==> src/rtl/wb_arbiter_pkg.sv <==
// Shared types for the register-file writeback path: register addresses,
// data words and the writeback request record.
package wb_arbiter_pkg;

    typedef logic [31:0] u32_t;
    typedef logic [4:0]  regaddr_t;

    typedef struct packed {
        regaddr_t addr;
        u32_t     data;
    } wb_req_t;

    localparam regaddr_t REG_ZERO = '0;

endpackage

==> src/rtl/wb_arbiter_if.sv <==
// Writeback bus between the requesters, issue logic and the arbiter that
// owns the register file write port.
interface wb_arbiter_if
    import wb_arbiter_pkg::*;
#(
    parameter int NUM_REQ = 3
);
    logic     [NUM_REQ-1:0] req_valid;
    regaddr_t [NUM_REQ-1:0] req_addr;
    u32_t     [NUM_REQ-1:0] req_data;
    logic     [NUM_REQ-1:0] req_ready;

    logic     issue_valid;
    regaddr_t issue_rd;
    regaddr_t ra_query;
    regaddr_t rb_query;
    logic     ra_busy;
    logic     rb_busy;

    regaddr_t rd_addr;
    u32_t     rd_data;

    modport master (
        output req_valid, req_addr, req_data, issue_valid, issue_rd, ra_query, rb_query,
        input  req_ready, ra_busy, rb_busy, rd_addr, rd_data
    );

    modport slave (
        input  req_valid, req_addr, req_data, issue_valid, issue_rd, ra_query, rb_query,
        output req_ready, ra_busy, rb_busy, rd_addr, rd_data
    );

endinterface

==> src/rtl/wb_arbiter_rr_arbiter.sv <==
// Generic round-robin arbiter: one-hot grant searched from the pointer,
// pointer moves past the winner whenever the grant is accepted.
module rr_arbiter #(
    parameter int NUM_REQ = 3
) (
    input  logic               clk,
    input  logic               rst_n,
    input  logic [NUM_REQ-1:0] valid,
    input  logic               accept,
    output logic [NUM_REQ-1:0] grant
);

    localparam int PTR_W = (NUM_REQ > 1) ? $clog2(NUM_REQ) : 1;
    localparam logic [PTR_W:0] NUM_W  = (PTR_W+1)'(NUM_REQ);
    localparam logic [PTR_W-1:0] LAST = PTR_W'(NUM_REQ - 1);

    logic [PTR_W-1:0] ptr_q;
    logic [PTR_W-1:0] ptr_d;
    logic [PTR_W-1:0] grant_idx;
    logic [PTR_W:0]   idx;
    logic             found;

    always_comb begin
        grant     = '0;
        grant_idx = '0;
        found     = 1'b0;
        idx       = '0;
        for (int i = 0; i < NUM_REQ; i++) begin
            // Wrap the search index without a modulo so any NUM_REQ works.
            idx = {1'b0, ptr_q} + (PTR_W+1)'(i);
            if (idx >= NUM_W) begin
                idx = idx - NUM_W;
            end
            if (!found && valid[idx[PTR_W-1:0]]) begin
                found                   = 1'b1;
                grant[idx[PTR_W-1:0]]   = 1'b1;
                grant_idx               = idx[PTR_W-1:0];
            end
        end
    end

    always_comb begin
        ptr_d = ptr_q;
        if (accept && found) begin
            ptr_d = (grant_idx == LAST) ? '0 : grant_idx + 1'b1;
        end
    end

    always_ff @(posedge clk) begin
        if (!rst_n) begin
            ptr_q <= '0;
        end else begin
            ptr_q <= ptr_d;
        end
    end

endmodule

==> src/rtl/wb_arbiter.sv <==
// Shares the register file write port between writeback requesters and
// tracks outstanding destination writes for RAW hazard stalls.
module wb_arbiter
    import wb_arbiter_pkg::*;
#(
    parameter int NUM_REQ  = 3,
    parameter int NUM_REGS = 32
) (
    input  logic         clk,
    input  logic         rst_n,
    wb_arbiter_if.slave  bus
);

    logic [NUM_REQ-1:0]  grant;
    logic                accept;
    wb_req_t             win;
    wb_req_t             out_q;
    wb_req_t             out_d;
    logic [NUM_REGS-1:0] busy_q;
    logic [NUM_REGS-1:0] busy_d;

    rr_arbiter #(
        .NUM_REQ (NUM_REQ)
    ) u_rr (
        .clk    (clk),
        .rst_n  (rst_n),
        .valid  (bus.req_valid),
        .accept (accept),
        .grant  (grant)
    );

    assign bus.req_ready = rst_n ? grant : '0;
    assign accept        = |bus.req_ready;

    always_comb begin
        win = '0;
        for (int i = 0; i < NUM_REQ; i++) begin
            if (bus.req_ready[i]) begin
                win.addr = bus.req_addr[i];
                win.data = bus.req_data[i];
            end
        end
    end

    // With no winner the address returns to r0, which the register file drops.
    always_comb begin
        out_d.addr = REG_ZERO;
        out_d.data = out_q.data;
        if (accept) begin
            out_d = win;
        end
    end

    // Clear on the edge the register file commits; a same-edge issue wins.
    always_comb begin
        busy_d = busy_q;
        if (out_q.addr != REG_ZERO) begin
            busy_d[out_q.addr] = 1'b0;
        end
        if (bus.issue_valid && (bus.issue_rd != REG_ZERO)) begin
            busy_d[bus.issue_rd] = 1'b1;
        end
        busy_d[0] = 1'b0;
    end

    always_ff @(posedge clk) begin
        if (!rst_n) begin
            out_q  <= '0;
            busy_q <= '0;
        end else begin
            out_q  <= out_d;
            busy_q <= busy_d;
        end
    end

    assign bus.rd_addr = out_q.addr;
    assign bus.rd_data = out_q.data;
    assign bus.ra_busy = busy_q[bus.ra_query];
    assign bus.rb_busy = busy_q[bus.rb_query];

endmodule

==> src/flat_wrapper.sv <==
// flat-port wrapper written by rule: the top's interface ports become plain ports
module wb_arbiter_flat import wb_arbiter_pkg::*;
#(
    parameter int NUM_REQ  = 3,
    parameter int NUM_REGS = 32
)
  (clk, rst_n, bus_req_valid, bus_req_addr, bus_req_data, bus_issue_valid, bus_issue_rd, bus_ra_query, bus_rb_query, bus_req_ready, bus_ra_busy, bus_rb_busy, bus_rd_addr, bus_rd_data);
  wb_arbiter_if #(.NUM_REQ(NUM_REQ)) bus_i ();
  input  logic clk;
  input  logic rst_n;
  input wire logic [$bits(bus_i.req_valid)-1:0] bus_req_valid;
  input wire logic [$bits(bus_i.req_addr)-1:0] bus_req_addr;
  input wire logic [$bits(bus_i.req_data)-1:0] bus_req_data;
  input wire logic [$bits(bus_i.issue_valid)-1:0] bus_issue_valid;
  input wire logic [$bits(bus_i.issue_rd)-1:0] bus_issue_rd;
  input wire logic [$bits(bus_i.ra_query)-1:0] bus_ra_query;
  input wire logic [$bits(bus_i.rb_query)-1:0] bus_rb_query;
  output wire logic [$bits(bus_i.req_ready)-1:0] bus_req_ready;
  output wire logic [$bits(bus_i.ra_busy)-1:0] bus_ra_busy;
  output wire logic [$bits(bus_i.rb_busy)-1:0] bus_rb_busy;
  output wire logic [$bits(bus_i.rd_addr)-1:0] bus_rd_addr;
  output wire logic [$bits(bus_i.rd_data)-1:0] bus_rd_data;
  assign bus_i.req_valid = bus_req_valid;
  assign bus_i.req_addr = bus_req_addr;
  assign bus_i.req_data = bus_req_data;
  assign bus_i.issue_valid = bus_issue_valid;
  assign bus_i.issue_rd = bus_issue_rd;
  assign bus_i.ra_query = bus_ra_query;
  assign bus_i.rb_query = bus_rb_query;
  assign bus_req_ready = bus_i.req_ready;
  assign bus_ra_busy = bus_i.ra_busy;
  assign bus_rb_busy = bus_i.rb_busy;
  assign bus_rd_addr = bus_i.rd_addr;
  assign bus_rd_data = bus_i.rd_data;
  wb_arbiter #(.NUM_REQ(NUM_REQ), .NUM_REGS(NUM_REGS)) u_core (.clk(clk), .rst_n(rst_n), .bus(bus_i));
endmodule
==> config.mk <==
export PLATFORM = sky130hd
export DESIGN_NAME = wb_arbiter_flat
export DESIGN_NICKNAME = d
export VERILOG_FILES = /design/src/rtl/wb_arbiter_pkg.sv /design/src/rtl/wb_arbiter_if.sv /design/src/rtl/wb_arbiter_rr_arbiter.sv /design/src/rtl/wb_arbiter.sv /design/src/flat_wrapper.sv
export SDC_FILE = /design/constraint.sdc
export NUM_CORES = 1
export LEC_CHECK = 0
export BUFFER_PORTS_ARGS = -buffer_cell sky130_fd_sc_hd__buf_4
export CAP_MARGIN = 20
export CORE_MARGIN = 5
export CORE_UTILIZATION = 35
export DETAILED_ROUTE_END_ITERATION = 10
export GPL_TIMING_DRIVEN = 0
export MAX_ROUTING_LAYER = met4
export PLACE_DENSITY = 0.67
export SETUP_SLACK_MARGIN = 0.3
export SKIP_CTS_REPAIR_TIMING = 1
export SYNTH_ARGS = -nofsm -noshare
export SYNTH_HDL_FRONTEND = slang
export SYNTH_SLANG_ARGS = --single-unit
==> constraint.sdc <==
create_clock -name clk -period 3.2 [get_ports clk]
set_input_delay 0.64 -clock clk [delete_from_list [all_inputs] [get_ports clk]]
set_output_delay 0.64 -clock clk [all_outputs]
set_load 0.005 [all_outputs]
## Word level (Yosys, flattened, before mapping)

Index checks and enable logic that the tools add are counted.

- Bits in registers: 71
- Input port bits: 132
- Output and inout port bits: 42
- Word-level logic and storage cells: 86

- Add/subtract/negate cells: 6
- $lt $le $gt $ge: 15
- Equality and inequality tests: 1
- Muxes and demuxes: 39
- Bitwise logic cells: 5
- Reduce and logical (&&, ||, !) cells: 15

Operator list:

| kind | count |
|---|---|
| 37-bit 2-to-1 mux | 3 |
| 32-bit 2-to-1 mux | 2 |
| 32-bit AND | 1 |
| 32-bit inverter | 1 |
| 32-bit bitwise OR | 1 |
| 5-bit by 6-bit < comparator with 1-bit output, second input constant | 4 |
| 2-bit 2-to-1 mux | 7 |
| 1-bit 2-to-1 mux | 13 |
| 3-bit 2-to-1 mux | 4 |
| 1-bit binary-select mux with 5-bit select | 2 |
| 1-bit demux with 5-bit select | 2 |
| 5-bit by 1-bit greater-or-equal comparator with 1-bit output, second input constant | 2 |
| 5-bit nonzero test | 2 |
| 1-bit logical AND | 9 |
| 2-bit by 3-bit < comparator with 1-bit output, second input constant | 3 |
| 1-bit binary-select mux with 2-bit select | 3 |
| 1-bit demux with 2-bit select | 3 |
| 2-bit by 1-bit greater-or-equal comparator with 1-bit output, second input constant | 3 |
| 3-bit by 2-bit greater-or-equal comparator with 1-bit output, second input constant | 2 |
| 3-bit bitwise OR | 2 |
| 2-bit subtractor, second input constant | 3 |
| 2-bit by 1-bit adder with 3-bit output, second input constant | 1 |
| 2-bit by 2-bit adder with 3-bit output, second input constant | 1 |
| 3-bit OR reduction | 1 |
| 5 further kinds | 6 |

## Logic depth before layout (Yosys ltp)

Gate-level depths: netlist (run 1).

- Depth in word-level cells: 15
- Mapped depth: 12

## Cells and area by module

A second synthesis (run 1) with hierarchy kept.

- Cell total of the unflattened synthesis: 490
- Area total of the unflattened synthesis: 4,161.5 um^2

Modules (own cells, without submodules):

| module | times used | cells an instance | area an instance (um^2) | sequential area each (um^2) |
|---|---|---|---|---|
| wb_arbiter | 1 | 431 | 3,687.3 | 1,361.3 |
| rr_arbiter | 1 | 59 | 474.2 | 40.0 |

## Worst setup path after synthesis (run 1)

Ideal clock, no wire load.

- Kind: input-to-output
- Start point: input bus_ra_query[0]
- End point: output bus_ra_busy
- Arrival time: 2.324 ns
- Path slack: 0.236 ns
- Stages: 4
- Buffers on the path: 1
- Cell sequence: clkbuf_1 > mux4_2 > mux4_2 > mux2_2

- Longest elaborated chain between the ends: 2

RTL lines:

| item | line | RTL |
|---|---|---|
| start: declaration | flat_wrapper.sv:16 | `input wire logic [$bits(bus_i.ra_query)-1:0] bus_ra_query;` |
| 1-bit binary-select mux with 5-bit select | wb_arbiter.sv:78 | `assign bus.ra_busy = busy_q[bus.ra_query];` |
| 1-bit 2-to-1 mux (not written as such) | wb_arbiter.sv:78 |  |
| end: declaration | flat_wrapper.sv:19 | `output wire logic [$bits(bus_i.ra_busy)-1:0] bus_ra_busy;` |

No other way between the ends. The select of a mux whose other input is x is not followed.

## Final worst setup path (run 1)

- Start point: input bus_rb_query[1]
- End point: output bus_rb_busy

- Longest elaborated chain between the ends: 2

RTL lines:

| item | line | RTL |
|---|---|---|
| start: declaration | flat_wrapper.sv:17 | `input wire logic [$bits(bus_i.rb_query)-1:0] bus_rb_query;` |
| 1-bit binary-select mux with 5-bit select | wb_arbiter.sv:79 | `assign bus.rb_busy = busy_q[bus.rb_query];` |
| 1-bit 2-to-1 mux (not written as such) | wb_arbiter.sv:79 |  |
| end: declaration | flat_wrapper.sv:20 | `output wire logic [$bits(bus_i.rb_busy)-1:0] bus_rb_busy;` |

No other way between the ends. The select of a mux whose other input is x is not followed.

==> impl_metrics.json, run 1 <==
{
  "coreArea_mm2": 0.01094,
  "clock_latency_ns": 0.33,
  "rrSetupSlack_ns": 0.44,
  "fin_skew_ns": 0.004052,
  "crit_slowest_cell": "mux4_2",
  "ys_seq_area_share_pct": 35.66,
  "ys.flop_type": "dfxtp_1",
  "synth_area_per_cell_um2": 8.618,
  "crit_fanout": 9,
  "ys_warn_count": 0,
  "fin_worst_hold_slack_ns": 0.4618,
  "path_cells": "clkbuf_4 > mux2_2 > nand2_1 > o21ai_0 > mux4_2 > mux2_2 > buf_4",
  "peakVddDrop_v": 0.0004819,
  "hp-class": "reg -> reg",
  "numCtsBuffers": 9,
  "htreeDepth": 3,
  "required_ns": 2.56,
  "synthCells": 456,
  "grt_pass1_wl_um": 22100,
  "status": "finished, final reports clean",
  "ioPinCount": 174,
  "viasPerCell": 5.557,
  "max_cap_violations": 0,
  "rsz0062_at_grt": "false",
  "die-area_mm2": 0.01345,
  "ys_types": 47,
  "min_period_ns": 2.858,
  "grt_pass1_vias": 4433,
  "max_freq_ghz": 0.3498,
  "start_util_pct": 35.94,
  "ys_seq_elements": 70,
  "async_flop_share_pct": 0,
  "worstMarginPinSlew_ns": 1.034,
  "numPortBuffers": 169,
  "drt_first_pass_iters": 5,
  "setup_viol": 0,
  "vias": 4379,
  "worstReg2RegEnd": "u_core.bus.rd_data[2]",
  "crit_type": "in -> out",
  "start_kind": "primary input",
  "fp-row-count": 38,
  "hold_end": "u_core.bus.rd_data[4]",
  "wl_um": 14420,
  "track_usage_pct": 21.53,
  "root_buffer": "clkbuf_16",
  "slew_violations": 0,
  "synth_area_mm2": 0.003930,
  "worstHoldPathCells": 2,
  "drtAntennaViolNets": 0,
  "clock_sinks": 70,
  "crit_path_max_incr_delay_ns": 0.46,
  "worst_path_most_repeated_cell": "mux2_2",
  "nets": 780,
  "syn-num-nets": 592,
  "max_slew_margin_pct": 30.94,
  "gp_congestion": 0.8795,
  "rr_worst_depth": 12,
  "rr_startpoint": "u_core.u_rr.ptr_q[1]",
  "clk_path_buf_depth": 2,
  "leakagePower_nw": 2.472,
  "die_y_um": 116.0,
  "hpwl_um": 11180,
  "num_antenna_cells": 0,
  "syn_to_final_growth_pct": 49.95,
  "antenna_found_initial": 0,
  "cts_tree": "yes",
  "power_density_mw_per_mm2": 793.3,
  "worstPathArrival_ns": 2.22,
  "drive_gt1_share_pct": 40.28,
  "min-delay-start": "u_core.bus.rd_data[4]",
  "avgRoutedWirePerCell_um": 18.29,
  "synth-edff-count": 0,
  "drc": 0,
  "finalHoldViolations": 0,
  "die_x_um": 116.0,
  "mostFrequentLayoutCell": "buf_4",
  "endpoint_kind": "output port",
  "grt-ovfl-total": 0,
  "initialDrtViolationCount": 367,
  "period_share_pct": 89.33,
  "final_cell_mix": "buf_4, nand2_1, o21ai_0, dfxtp_1, a221oi_1",
  "grt_max_degree": 13,
  "path_clk_slew_ns": 0.05,
  "power_mw": 4.675
}
[critical path, delay by kind of cell]
family	cells	cell delay (ns)
and+or+nand+nor	1	0.06
buffers and inverters	2	0.33
muxes	3	1.08
AOI/OAI and AO/OA	1	0.10
[stage by stage]
| step | setup WS (ns) | TNS (ns) | utilization (%) | std cells | instance area, µm² |
|---|---|---|---|---|---|
| after detailed placement | -0.01482 | -0.01482 | 49.16 | 765 | 5376 |
| after global routing | 0.2673 | 0 | 53.89 | 788 | 5893 |
| after global placement | 0.02826 | 0 | 49.16 | 765 | 5376 |
| after CTS | -0.3826 | -0.3826 | 52.12 | 780 | 5699 |
| after floorplan | 0.4363 | 0 | - | 456 | 3933 |
| final | 0.3415 | 0 | 53.89 | 788 | 5893 |
[layer usage]
| metal | up-vias | global-route usage, % | wire (µm) |
|---|---|---|---|
| met5 | - | - | 0 |
| met3 | 17 | 5.379 | 1271 |
| met2 | 213 | 37.02 | 7446 |
| li1 | 2089 | - | - |
| met4 | 0 | 6.342 | 205 |
| met1 | 2060 | 24.81 | 5492 |
[layout make-up]
cell class                      instances  area [µm²]
Sequential cell                        70        1406
Clock buffer                           10       239.0
Multi-Input combinational cell        347        2395
Clock inverter                          5       83.83
Inverter                                5       18.77
Timing Repair Buffer                  177        1329
Fill cell                            1027        5042
Buffer                                 34       246.5
Tap cell                              140       175.2
[kinds of logic (layout without fill, tap and decap cells)]
group / after synthesis / in the layout / synth area share (%)
AO/OA/AOI/OAI: 158 / 158 / 24.99
adder cells (fa/ha/maj): 4 / 4 / 1.274
buffers and inverters: 39 / 231 / 5.508
flip-flops: 70 / 70 / 35.66
multiplexers: 25 / 25 / 12.23
AND/OR/NAND/NOR: 160 / 160 / 20.34
[sequential cells by signal, summed over array words and instances (netlist names)]
name                cells
u_core.bus.rd_addr      5
u_core.bus.rd_data     32
u_core.u_rr.ptr_q       2
u_core.busy_q          31
[report_power, final]
| group | switching, mW | total (mW) | internal (mW) | leakage, nW |
|---|---|---|---|---|
| Sequential | 0.188 | 1.30 | 1.11 | 0.571 |
| Combinational | 1.19 | 2.31 | 1.11 | 1.75 |
| Clock | 0.371 | 1.07 | 0.700 | 0.151 |
[synth_stat cells (all sizes together), types with 2 or more instances]
library cell	count	area, µm²
and3	30	187.7
nor3b	5	37.54
nand2	73	274.0
a21oi	33	165.2
nand3b	4	30.03
and2	4	27.52
or2	2	12.52
ha	4	50.05
o22ai	4	25.02
a221oi	38	339.1
mux4	18	405.4
nand2b	4	25.02
o21ai	74	374.1
buf	13	111.4
nor3	6	30.03
nand3	7	35.03
or3b	2	17.52
mux2	4	45.04
nor2	18	67.56
dfxtp	70	1401
mux2i	3	30.03
clkbuf	20	77.57
inv	4	15.01
[worst max path at each step]
stage,slack [ns],cells after the start,start,end
after floorplan,0.44,4,bus_ra_query[0],bus_ra_busy
after global placement,0.03,10,u_core.u_rr.ptr_q[0],bus_req_ready[2]
after detailed placement,-0.01,10,u_core.u_rr.ptr_q[0],bus_req_ready[2]
after CTS,-0.38,10,u_core.u_rr.ptr_q[0],bus_req_ready[2]
after global routing,0.27,11,u_core.u_rr.ptr_q[1],bus_req_ready[2]
final,0.34,7,bus_rb_query[1],bus_rb_busy
No activity file was read; power rests on OpenSTA's default activity.
==> run 2: changes to the inputs <==
--- a/config.mk
+++ b/config.mk
@@ -12,9 +12,10 @@
 export DETAILED_ROUTE_END_ITERATION = 10
 export GPL_TIMING_DRIVEN = 0
 export MAX_ROUTING_LAYER = met4
-export PLACE_DENSITY = 0.67
+export PLACE_DENSITY = 0.66
 export SETUP_SLACK_MARGIN = 0.3
 export SKIP_CTS_REPAIR_TIMING = 1
 export SYNTH_ARGS = -nofsm -noshare
 export SYNTH_HDL_FRONTEND = slang
+export SYNTH_HIERARCHICAL = 1
 export SYNTH_SLANG_ARGS = --single-unit
==> run 2 against run 1 <==
Worst setup slack worse by 0.19 ns. Routed wire length up 8.8%. Utilization increased by 0.086 points. Design area up 5.5%. Clock skew up 0.0011 ns. Die area rose by 5.4%. Clock power down 9%. First-iteration DRC count fell by 5.4%. Register-to-register slack lost 0.07 ns. Worst hold slack got worse by 0.011 ns. Count of clock-buffer cells in the layout up 4.
==> impl_metrics.json, run 2 <==
{
  "initialDrtViolationCount": 347,
  "start_kind": "flip-flop",
  "p_comb_share_pct": 51.9,
  "rsz0062_at_grt": "true",
  "numCtsBuffers": 9,
  "root_buffer": "clkbuf_16",
  "synth.most_common_cell": "dfxtp_1",
  "drtAntennaViolNets": 0,
  "num_antenna_cells": 0,
  "synth_compound_gate_area_share_pct": 28.02,
  "grt_max_degree": 11,
  "synth_xor_xnor_area_share_pct": 0,
  "grt_pass1_wl_um": 24280,
  "synth_top_area_share_pct": 33.67,
  "nets": 828,
  "synth_area_mm2": 0.004161,
  "muxShareOfSynthArea_pct": 9.501,
  "track_usage_pct": 22.01,
  "endpoint_kind": "output port",
  "clock_sinks": 70,
  "max_freq_ghz": 0.3281,
  "numPortBuffers": 169,
  "ys_seq_elements": 70,
  "worstMarginPinSlew_ns": 0.9302,
  "dpl.cell_count": 802,
  "vias": 4671,
  "status": "finished, final reports clean",
  "crit_fanout": 7,
  "nFillCells": 1069,
  "synth_area_per_cell_um2": 8.493,
  "largest_register_ffs": 32,
  "ys.flop_type": "dfxtp_1",
  "cts_tree": "yes",
  "antenna_found_initial": 0,
  "avgRoutedWirePerCell_um": 18.70,
  "slew_violations": 0,
  "worstPathArrival_ns": 2.41,
  "coreArea_mm2": 0.01152,
  "wl_um": 15690,
  "max_slew_margin_pct": 37.85,
  "async_flop_share_pct": 0,
  "htreeDepth": 3,
  "final_cell_mix": "buf_4, dfxtp_1, nand2_1, o21ai_0, nor2b_1",
  "clk_path_buf_depth": 2,
  "hp-class": "reg -> reg",
  "synth-edff-count": 0,
  "mostFrequentLayoutCell": "buf_4",
  "synthAdderAreaFrac_pct": 1.203,
  "p_int_mw": 2.953,
  "switching_share_pct": 36.26,
  "peakVddDrop_v": 0.0003958,
  "finalHoldViolations": 0,
  "path_clk_slew_ns": 0.05,
  "start_util_pct": 36.14,
  "seqPwrFrac_pct": 27.1,
  "die_y_um": 119.0,
  "gp_congestion": 0.9396,
  "crit_type": "reg -> out",
  "setup_viol": 0,
  "ys_seq_area_share_pct": 33.67,
  "power_density_mw_per_mm2": 745.4,
  "clock_latency_ns": 0.33,
  "grt_pass1_vias": 4720,
  "grt-ovfl-total": 0,
  "drc": 0,
  "ys_types": 51,
  "leakagePower_nw": 2.587,
  "synth.largest_area_cell": "dfxtp_1",
  "ioPinCount": 174,
  "fin_ws_ns": 0.1518,
  "synth_top_cells_by_count": "dfxtp_1, nand2_1, o21ai_0",
  "drt_first_pass_iters": 5,
  "ys_warn_count": 6,
  "period_share_pct": 95.25,
  "max_cap_violations": 0,
  "synthTopCellsByArea": "dfxtp_1, a221oi_1, o21ai_0, a21boi_0, nand2_1",
  "hpwl_um": 12110,
  "min_period_ns": 3.048,
  "die-area_mm2": 0.01417,
  "switching_power_mw": 1.680,
  "syn-num-nets": 626,
  "die_x_um": 119.0,
  "viasPerCell": 5.567,
  "fin_cells": 839,
  "synthCells": 490,
  "synth_simple_gate_area_share_pct": 22.25,
  "drive_gt1_share_pct": 37.36,
  "required_ns": 2.56,
  "fin_skew_ns": 0.005189,
  "power.share.clock_pct": 20.9,
  "synth_top_family_by_area": "compound AO/OA/AOI/OAI gates",
  "fp-row-count": 39,
  "preCtsSetupSlack_ns": -0.01249,
  "syn_to_final_growth_pct": 49.37
}
run 2: layout make-up:
type                    instances  area (µm²)  share of cell area [%]
plain buffers                  35       241.5                   3.885
clock buffers                  14       254.0                   4.086
clock inverters                 1       30.03                  0.4831
inverters                       8       32.53                  0.5233
multi-input cells             377        2629                   42.29
flip-flops and latches         70        1409                   22.67
well taps                     143       178.9                   2.878
repair buffers                191        1441                   23.19
run 2: stage by stage:
stage          cell area, µm²  utilization [%]  TNS [ns]  hold WS (ns)  total power, mW
2_1_floorplan            4161                -         0        0.4434            2.471
3_5_place_dp             5609            48.71  -0.02446        0.4448            3.323
3_3_place_gp             5609            48.71         0        0.4368            3.281
5_1_grt                  6216            53.98         0        0.4708            4.947
6_report                 6216            53.98         0        0.4513            4.633
4_1_cts                  5893            51.17   -0.7816        0.4538            4.307
run 2: worst paths after layout:
kind	startpoint	to	slack [ns]	depth (start not counted)
setup reg to reg	u_core/u_rr/ptr_q[1]	u_core/u_rr/ptr_q[1]	0.37	16
hold / removal	u_core/bus.rd_data[21]	u_core/bus.rd_data[21]	0.45	2
setup / recovery	u_core/u_rr/ptr_q[1]	bus_req_ready[1]	0.15	12
hold reg to reg	u_core/bus.rd_data[21]	u_core/bus.rd_data[21]	0.45	2
run 2: routing by layer:
metal  track usage, %  part of all wire, %  up-vias
met4            7.096                  1.3        0
met1            25.53                   39     2212
met3            5.261                  7.9       16
li1                 -                    -     2220
met5                -                    0        -
met2            37.51                   52      223
run 2: kinds of logic (layout without fill, tap and decap cells):
group / count (synthesis) / count (layout)
simple gates: 177 / 177
buf+inv: 43 / 249
mux: 29 / 29
compound gates: 167 / 167
fa+ha+maj: 4 / 4
flops: 70 / 70
run 2: power by group through the flow:
stage	clock [mW]	combinational [mW]	sequential, mW
final	0.969	2.41	1.26
after global routing	1.04	2.62	1.29
after CTS	0.990	2.07	1.24
after detailed placement	0	2.07	1.25
after global placement	0	2.04	1.24
after floorplan	0	1.24	1.23
run 2: critical path, stage by stage (launching register included):
cell     delay [ns]
dfxtp_4        0.36
inv_4          0.06
ha_4           0.13
buf_8          0.12
and2b_2        0.24
buf_6          0.12
nor3_4         0.24
o21ai_2        0.10
a22oi_2        0.19
and2_4         0.19
buf_8          0.11
buf_8          0.11
buf_6          0.09
==> run 3: changes to the inputs <==
--- a/config.mk
+++ b/config.mk
@@ -7,6 +7,7 @@
 export LEC_CHECK = 0
 export BUFFER_PORTS_ARGS = -buffer_cell sky130_fd_sc_hd__buf_4
 export CAP_MARGIN = 20
+export CORE_ASPECT_RATIO = 0.7
 export CORE_MARGIN = 5
 export CORE_UTILIZATION = 35
 export DETAILED_ROUTE_END_ITERATION = 10
==> run 3 against run 2 <==
Sequential cell count did not move. Highest routed layer unchanged. Maximum frequency fell by 0.68%. Power fell by 0.45%. Largest cell class unchanged. Utilization fell by 1.2 points.
==> impl_metrics.json, run 3 (synthesis gave the netlist of run 2 again) <==
{
  "status": "finished, final reports clean",
  "crit_path_max_incr_delay_ns": 0.36,
  "die_x_um": 140.3,
  "slew_violations": 0,
  "clock_sinks": 70,
  "min-delay-start": "u_core/bus.rd_data[2]",
  "min_period_ns": 3.069,
  "coreArea_mm2": 0.01169,
  "start_util_pct": 35.61,
  "hold_end": "u_core/bus.rd_data[2]",
  "worstMarginPinSlew_ns": 0.9431,
  "vias": 4590,
  "rr_startpoint": "u_core/u_rr/ptr_q[1]",
  "ff_latch_area_mm2": 0.001409,
  "fin_worst_hold_slack_ns": 0.4478,
  "grt_pass1_wl_um": 23320,
  "grt-ovfl-total": 0,
  "nets": 818,
  "grt_max_degree": 12,
  "fin_cells": 844,
  "largest_register_ffs": 32,
  "path_cells": "inv_4 > ha_4 > buf_8 > and2b_1 > and2_1 > o21ai_0 > nor2b_1 > o22ai_2 > and2_1 > buf_6 > buf_8 > buf_4",
  "fp-row-count": 33,
  "hpwl_um": 11810,
  "viasPerCell": 5.438,
  "drive_gt1_share_pct": 36.39,
  "clk_path_buf_depth": 2,
  "max_freq_ghz": 0.3258,
  "die-area_mm2": 0.01421,
  "crit_type": "reg -> out",
  "peakVddDrop_v": 0.0003451,
  "preCtsSetupSlack_ns": 0.05363,
  "die_y_um": 101.2,
  "initialDrtViolationCount": 366,
  "max_slew_margin_pct": 36.99,
  "cts_tree": "yes",
  "htreeDepth": 3,
  "worstHoldPathCells": 2,
  "finalHoldViolations": 0,
  "antenna_found_initial": 0,
  "drc": 0,
  "design_area_mm2": 0.006168,
  "rsz0062_at_grt": "true",
  "mostFrequentLayoutCell": "buf_4",
  "grt_pass1_vias": 4552,
  "multi_input_area_mm2": 0.002610,
  "wl_um": 15150,
  "leakagePower_nw": 2.547,
  "drtAntennaViolNets": 0,
  "final_cell_mix": "buf_4, dfxtp_1, nand2_1, o21ai_0, nor2b_1",
  "path_clk_slew_ns": 0.05,
  "max_cap_violations": 0,
  "drt_first_pass_iters": 5,
  "ioPinCount": 174,
  "setup_tns_ns": 0,
  "fin_ws_ns": 0.1310,
  "crit_slowest_cell": "dfxtp_4",
  "root_buffer": "clkbuf_16",
  "fin_skew_ns": 0.008536,
  "worstReg2RegEnd": "u_core/u_rr/ptr_q[1]",
  "worstPathArrival_ns": 2.43,
  "nFillCells": 1130,
  "gp_congestion": 0.8809,
  "numPortBuffers": 169,
  "start_kind": "flip-flop",
  "clock_latency_ns": 0.33,
  "num_antenna_cells": 0,
  "syn_to_final_growth_pct": 48.23,
  "rrSetupSlack_ns": 0.43,
  "setup_viol": 0,
  "rr_worst_depth": 15,
  "dpl.cell_count": 816,
  "period_share_pct": 95.91,
  "avgRoutedWirePerCell_um": 17.95,
  "power_density_mw_per_mm2": 747.8,
  "hp-class": "reg -> reg",
  "numCtsBuffers": 9,
  "track_usage_pct": 20.94,
  "crit_fanout": 10,
  "required_ns": 2.56,
  "endpoint_kind": "output port",
  "placedInstanceArea_mm2": 0.005627
}
[run 3: cell types whose count changed in the layout (fill, tap and decap cells not counted), moves of 2 or more]
cell,before,now
and2_1,4,6
and2_4,3,1
buf_4,194,183
clkbuf_1,16,12
clkbuf_8,1,4
[run 3: metal layers]
metal  global-route usage [%]  wire length, µm
met5                        -                0
met4                    5.436              251
met3                    5.757             1303
met2                    31.40             6988
met1                    28.00             6608
[run 3: how the worst max path moves through the flow]
stage                               from                to  slack, ns  depth (start not counted)
detailed placement  u_core/u_rr/ptr_q[0]  bus_req_ready[2]       0.05                         11
finish              u_core/u_rr/ptr_q[1]  bus_req_ready[2]       0.13                         12
global placement    u_core/u_rr/ptr_q[0]  bus_req_ready[2]       0.03                         11
floorplan           u_core/u_rr/ptr_q[0]  bus_req_ready[2]       0.50                         10
global route        u_core/u_rr/ptr_q[0]  bus_req_ready[1]      -0.03                         11
CTS                 u_core/u_rr/ptr_q[0]  bus_req_ready[2]      -0.32                         11
[run 3: area by class of cell]
type                            instances  share of cell area [%]
Clock inverter                          2                  0.6085
Tap cell                              157                   3.185
Buffer                                 35                   3.834
Multi-Input combinational cell        377                   42.31
Clock buffer                           14                   4.604
Timing Repair Buffer                  181                   22.09
Inverter                                8                  0.5274
Sequential cell                        70                   22.84
[run 3: critical path, delay by kind of cell (launching register included)]
kind | cells | cell delay [ns]
and+or+nand+nor | 4 | 0.76
buffers and inverters | 5 | 0.60
DFF | 1 | 0.36
AOI/OAI and AO/OA | 2 | 0.25
adders and majority gates | 1 | 0.12
[run 3: metrics by stage]
step | power [mW] | util [%]
3_3_place_gp | 3.272 | 48.15
2_1_floorplan | 2.471 | -
4_1_cts | 4.352 | 50.90
6_report | 4.613 | 52.79
5_1_grt | 4.913 | 52.79
3_5_place_dp | 3.294 | 48.15
[run 3: report_power, final]
group          switching (mW)  total, mW  internal, mW
Clock                   0.369       1.06         0.689
Combinational            1.14       2.31          1.17
Sequential              0.155       1.25          1.09
